<file path="src/rtl/axi_fifo_pkg.sv">
// Shared AXI read-side definitions: response codes and read-manager FSM states.
package axi_fifo_pkg;

    localparam logic [1:0] RESP_OKAY   = 2'b00;
    localparam logic [1:0] RESP_EXOKAY = 2'b01;
    localparam logic [1:0] RESP_SLVERR = 2'b10;
    localparam logic [1:0] RESP_DECERR = 2'b11;

    typedef enum logic [1:0] {
        RD_IDLE,
        RD_ADDR,
        RD_DATA,
        RD_FLUSH
    } rd_mgr_state_t;

endpackage

</file>
<file path="src/rtl/axi_rd_beat_buf.sv">
// One-entry beat register with valid/ready toward the local consumer.
// 'ready' tells the producer a load this cycle will not overwrite unread data.
module axi_rd_beat_buf #(
    parameter int DATA_WIDTH = 8
) (
    input  logic                  s_axi_clk,
    input  logic                  s_axi_resetn,
    input  logic                  load,
    input  logic [DATA_WIDTH-1:0] load_data,
    input  logic                  load_last,
    output logic                  ready,
    output logic [DATA_WIDTH-1:0] data,
    output logic                  last,
    output logic                  valid,
    input  logic                  take
);

    // Empty, or being drained this cycle, so a new beat can land.
    assign ready = !valid || take;

    // Load wins over drain so a same-cycle consume+load keeps valid high.
    always_ff @(posedge s_axi_clk or negedge s_axi_resetn) begin
        if (!s_axi_resetn) begin
            valid <= 1'b0;
            data  <= '0;
            last  <= 1'b0;
        end else if (load) begin
            valid <= 1'b1;
            data  <= load_data;
            last  <= load_last;
        end else if (valid && take) begin
            valid <= 1'b0;
        end
    end

endmodule

</file>
<file path="src/rtl/axi_mgr_read_interface.sv">
// AXI read manager: one AR per local command, R beats forwarded through a
// one-entry buffer, done pulse with sticky response/length error flags.
module axi_mgr_read_interface
    import axi_fifo_pkg::*;
#(
    parameter int DATA_WIDTH = 8,
    parameter int ADDR_WIDTH = 8,
    parameter int LEN_WIDTH  = 8
) (
    input  logic                  s_axi_clk,
    input  logic                  s_axi_resetn,
    input  logic                  cmd_valid,
    output logic                  cmd_ready,
    input  logic [ADDR_WIDTH-1:0] cmd_addr,
    input  logic [LEN_WIDTH-1:0]  cmd_len,
    output logic [ADDR_WIDTH-1:0] m_axi_araddr,
    output logic [LEN_WIDTH-1:0]  m_axi_arlen,
    output logic                  m_axi_arvalid,
    input  logic                  m_axi_arready,
    input  logic [DATA_WIDTH-1:0] m_axi_rdata,
    input  logic [1:0]            m_axi_rresp,
    input  logic                  m_axi_rlast,
    input  logic                  m_axi_rvalid,
    output logic                  m_axi_rready,
    output logic [DATA_WIDTH-1:0] out_data,
    output logic                  out_last,
    output logic                  out_valid,
    input  logic                  out_ready,
    output logic                  done,
    output logic                  err_resp,
    output logic                  err_len
);

    rd_mgr_state_t         state, state_nxt;
    logic [ADDR_WIDTH-1:0] addr_q;
    logic [LEN_WIDTH-1:0]  len_q;
    logic [LEN_WIDTH:0]    beat_cnt;   // one extra bit: reaches len+1 without wrapping
    logic                  err_resp_q, err_len_q;
    logic                  buf_ready, cmd_hs, r_hs, at_len;

    assign cmd_hs = cmd_valid && cmd_ready;
    assign r_hs   = m_axi_rvalid && m_axi_rready;
    assign at_len = (beat_cnt == {1'b0, len_q});

    // AR fields come straight from the latched command, so they hold until arready.
    assign m_axi_araddr = addr_q;
    assign m_axi_arlen  = len_q;

    // Error flags are only meaningful alongside done.
    assign err_resp = done && err_resp_q;
    assign err_len  = done && err_len_q;

    // State register.
    always_ff @(posedge s_axi_clk or negedge s_axi_resetn) begin
        if (!s_axi_resetn) state <= RD_IDLE;
        else               state <= state_nxt;
    end

    // Next-state and channel handshake outputs.
    always_comb begin
        state_nxt     = state;
        cmd_ready     = 1'b0;
        m_axi_arvalid = 1'b0;
        m_axi_rready  = 1'b0;
        done          = 1'b0;
        case (state)
            RD_IDLE: begin
                cmd_ready = 1'b1;
                if (cmd_valid) state_nxt = RD_ADDR;
            end
            RD_ADDR: begin
                m_axi_arvalid = 1'b1;
                if (m_axi_arready) state_nxt = RD_DATA;
            end
            RD_DATA: begin
                m_axi_rready = buf_ready;
                // Either the expected count or an early RLAST closes collection.
                if (r_hs && (at_len || m_axi_rlast)) state_nxt = RD_FLUSH;
            end
            RD_FLUSH: begin
                if (!out_valid) begin
                    done      = 1'b1;
                    state_nxt = RD_IDLE;
                end
            end
            default: state_nxt = RD_IDLE;
        endcase
    end

    // Command latch, beat counter and per-transaction sticky error flags.
    always_ff @(posedge s_axi_clk or negedge s_axi_resetn) begin
        if (!s_axi_resetn) begin
            addr_q     <= '0;
            len_q      <= '0;
            beat_cnt   <= '0;
            err_resp_q <= 1'b0;
            err_len_q  <= 1'b0;
        end else if (cmd_hs) begin
            addr_q     <= cmd_addr;
            len_q      <= cmd_len;
            beat_cnt   <= '0;
            err_resp_q <= 1'b0;
            err_len_q  <= 1'b0;
        end else if (r_hs) begin
            beat_cnt <= beat_cnt + {{LEN_WIDTH{1'b0}}, 1'b1};
            if (m_axi_rresp != RESP_OKAY) err_resp_q <= 1'b1;
            // RLAST must coincide exactly with the len-th beat.
            if (m_axi_rlast != at_len)    err_len_q  <= 1'b1;
        end
    end

    axi_rd_beat_buf #(.DATA_WIDTH(DATA_WIDTH)) u_beat_buf (
        .s_axi_clk    (s_axi_clk),
        .s_axi_resetn (s_axi_resetn),
        .load         (r_hs),
        .load_data    (m_axi_rdata),
        .load_last    (at_len),
        .ready        (buf_ready),
        .data         (out_data),
        .last         (out_last),
        .valid        (out_valid),
        .take         (out_ready)
    );

endmodule

</file>
<file path="config.mk">
export PLATFORM = sky130hd
export DESIGN_NAME = axi_mgr_read_interface
export DESIGN_NICKNAME = d
export VERILOG_FILES = /design/src/rtl/axi_fifo_pkg.sv /design/src/rtl/axi_rd_beat_buf.sv /design/src/rtl/axi_mgr_read_interface.sv
export SDC_FILE = /design/constraint.sdc
export NUM_CORES = 1
export LEC_CHECK = 0
export ABC_AREA = 1
export CORE_AREA = 5 5 75 77
export CTS_CLUSTER_SIZE = 24
export DETAILED_ROUTE_END_ITERATION = 12
export DIE_AREA = 0 0 80 82
export MAX_ROUTING_LAYER = met4
export PLACE_DENSITY = 0.75
export SETUP_SLACK_MARGIN = 0.02
export SLEW_MARGIN = 25
export SYNTH_ARGS = -nofsm -noshare
export SYNTH_HDL_FRONTEND = slang
export SYNTH_HIERARCHICAL = 1
export SYNTH_SLANG_ARGS = --single-unit
</file>
<file path="constraint.sdc">
create_clock -name s_axi_clk -period 1.62 [get_ports s_axi_clk]
set_clock_uncertainty 0.1 [all_clocks]
set_input_delay 0.162 -clock s_axi_clk [delete_from_list [all_inputs] [get_ports s_axi_clk]]
set_output_delay 0.162 -clock s_axi_clk [all_outputs]
set_load 0.05 [all_outputs]
</file>
==> flow_metrics.tcl <==
set metrics [dict create \
    fin_util_pct 62.96 \
    cts_made_buffers 5 \
    antenna_found_initial 0 \
    critical_path_class "register to register" \
    endpoint_kind "register" \
    die_h_um 82 \
    die_x_um 80 \
    pre_cts_slack_ns -0.06916 \
    synth-seq-cells 39 \
    seqCellArea_sq_um 987.2 \
    synth_cells 247 \
    yosys.area.top_type "dfrtp_1" \
    die_area_sq_mm 0.006560 \
    irDropWorstVdd_mv 1.425 \
    fmax_mhz 566.4 \
    synth_nets 287 \
    synth.most_common_cell "nand2_1" \
    async_reset_ff_share_pct 100.0 \
    p_leak_nw 1.555 \
    wl_met1_mm 2.207 \
    crit_top_cell "nand2_1" \
    start_kind "register" \
    drt_iter0_drc 97 \
    ios 65 \
    ys_seq_area_share_pct 50.95 \
    path_delay_family "simple AND/OR/NAND/NOR gates" \
    wl_met3_um 236 \
    tightest_slew_ns 0.4014 \
    clk_latency_ns 0.28 \
    syn_area_per_cell_sq_um 7.755 \
    track_usage_pct 17.28 \
    status "finished with violations" \
    final.setup.tns_ns -0.4236 \
    n_antenna_cell 0 \
    grt_pass1_wl_mm 8.721 \
    drc 0 \
    core_area_sq_mm 0.004945 \
    cts.clk_slew.worst_paths_ns 0.08 \
    fin_crit_sh_pct 109.0 \
    hp-class "input port to async pin" \
    slowest_delay_ns 0.40 \
    setup_ws_ns -0.1456 \
    synth_top_area_share_pct 50.95 \
    syn2layout_area_growth_pct 62.51 \
    max-slew-margin-rel_pct 73.24 \
    rsz0062_at_grt "true" \
    cp.arrival_ns 1.84 \
    cp_slowest_cell "dfrtp_2" \
    final_nets 383 \
    synthTopCellsByArea "dfrtp_1, nand2_1, inv_1, ha_1, o21ai_0" \
    cp.required_ns 1.70 \
    cts_max_level 2 \
    synth_edf_count 0 \
    cts_sinks 39 \
    numPortBuffers 64 \
    ant_nets 0 \
    post_route_cells_drive_above_1_share_pct 32.56 \
    power_density_mw_per_mm2 2074 \
    vias 1902 \
    crit_chain "inv_2 > nand2_1 > o21ai_2 > nor2_4 > nand2_2 > nor2_1 > nand2_1 > ha_2 > o21ai_2 > nand2_1 > nand2_1 > nand2_1" \
    synth.distinct_cells 22 \
    violations "setup timing" \
    ys_top_cells_by_count "nand2_1, dfrtp_1, inv_1" \
    final.min_clock_period_ns 1.766 \
    vias_per_cell 4.594 \
    routabilityCongestion 0.8469 \
    ys.flop_type "dfrtp_1" \
    setup_violations 5 \
    first_pass_iters 5 \
    synth_area_sq_mm 0.001916 \
    synth_warnings 6 \
    place_hpwl_mm 3.924 \
    multi_input_area_sq_um 902.1 \
    cts_max_path_buffers 2 \
    dr.max_layer_used "met4" \
    core.rowCount 26 \
    post_drt_wl_per_cell_um 13.01 \
    slew_viol_final 0 \
    grt_pass1_vias 1956 \
    start_util_pct 38.74 \
    grt_max_degree 25 \
    wl_met2_mm 2.830 \
    final-hold-violation-count 0 \
    cts_tree "built" \
    cp_max_fo 3 \
    fillers 412 \
    path_buf_inv 1 \
    finalWirelength_mm 5.386 \
    cts_root_buffer "clkbuf_8" \
    cap_violations 0 \
    grt-ovfl-total 0 \
]
[where the power goes]
part | leakage (nW) | switching [mW] | internal (mW)
clock | 0.0514 | 0.341 | 0.460
sequential | 0.490 | 0.304 | 1.36
combinational | 1.01 | 2.44 | 1.54
total | 1.55 | 3.09 | 3.37
[through the flow]
stage,instances,power (mW),cell area (sq um),hold slack (ns)
after floorplan,247,3.798,1952,-0.2336
after global placement,391,5.016,2793,0.01605
after detailed placement,391,5.088,2793,0.01535
after CTS,410,6.163,3004,0.2446
after global routing,414,6.854,3113,0.2761
final,414,6.456,3113,0.2292
[cell families after synthesis]
group                      synth area share, %
xor gates and xnor gates                0.9146
and+or+nand+nor                          29.98
adders and majority gates                4.572
AOI/OAI and AO/OA                        6.270
DFF                                      50.95
buffers and inverters                    7.315
[cell type report]
| cell class | instances | share of cell area (%) |
|---|---|---|
| repair buffers | 95 | 29.50 |
| clock inverters | 2 | 1.206 |
| flip-flops and latches | 39 | 31.71 |
| multi-input cells | 174 | 28.98 |
| clock buffers | 6 | 2.331 |
| well taps | 70 | 2.814 |
| inverters | 28 | 3.457 |
[worst reg2reg max path: cells and delay by family (launching register included)]
kind                       cells  cell delay, ns
buffers and inverters          1            0.04
and+or+nand+nor                8            0.69
adders and majority gates      1            0.17
AOI/OAI and AO/OA              2            0.26
DFF                            1            0.40
[routing by layer]
| metal | track usage [%] | vias up |
|---|---|---|
| li1 | - | 954 |
| met1 | 20.84 | 881 |
| met2 | 29.97 | 57 |
| met3 | 2.412 | 10 |
| met4 | 5.574 | 0 |
| met5 | - | - |
[registers in the layout (all words and copies together) (netlist names)]
name / flops
err_resp_q: 1
err_len_q: 1
beat_cnt: 9
u_beat_buf/data: 8
state: 2
m_axi_araddr: 8
u_beat_buf/last: 1
u_beat_buf/valid: 1
m_axi_arlen: 8
[cells in the final DEF (no fill, tap or decap), types with 2 or more instances in the layout]
cell type	netlist	final
nand2_1	106	101
buf_4	0	49
clkdlybuf4s50_1	0	31
dfrtp_1	39	30
inv_1	26	17
nand3_1	11	11
o21ai_0	14	11
inv_2	2	10
nor2_1	13	10
dfrtp_2	0	9
buf_12	0	9
a21oi_1	7	7
nand2_2	0	5
clkbuf_8	0	5
buf_6	1	4
o21ai_2	0	3
nor2_2	2	3
ha_1	7	3
ha_2	0	3
nor2_4	0	2
xor2_1	2	2
nand4_1	2	2
o21ai_1	3	2
[timing repair]
action                                  in CTS  in global routing
endpoints found under the setup margin       7                 26
cloned                                       0                  0
pin swaps                                    4                 13
resized for setup                           10                 20
hold buffers                                 1                  0
hold endpoints to repair                    15                  0
buffers inserted                            10                  5
[final timing paths]
kind,start,to,slack (ns),depth (start not counted)
min reg2reg,u_beat_buf/data[3],u_beat_buf/data[3],0.38,2
min in group s_axi_clk,cmd_addr[0],m_axi_araddr[0],0.30,3
max in group asynchronous,s_axi_resetn,m_axi_arlen[2],0.72,3
max,m_axi_arlen[5],state[0],-0.15,12
max reg2reg,m_axi_arlen[5],state[0],-0.15,12
min,s_axi_resetn,u_beat_buf/data[2],0.23,2
(Power assumes the default switching activity.)
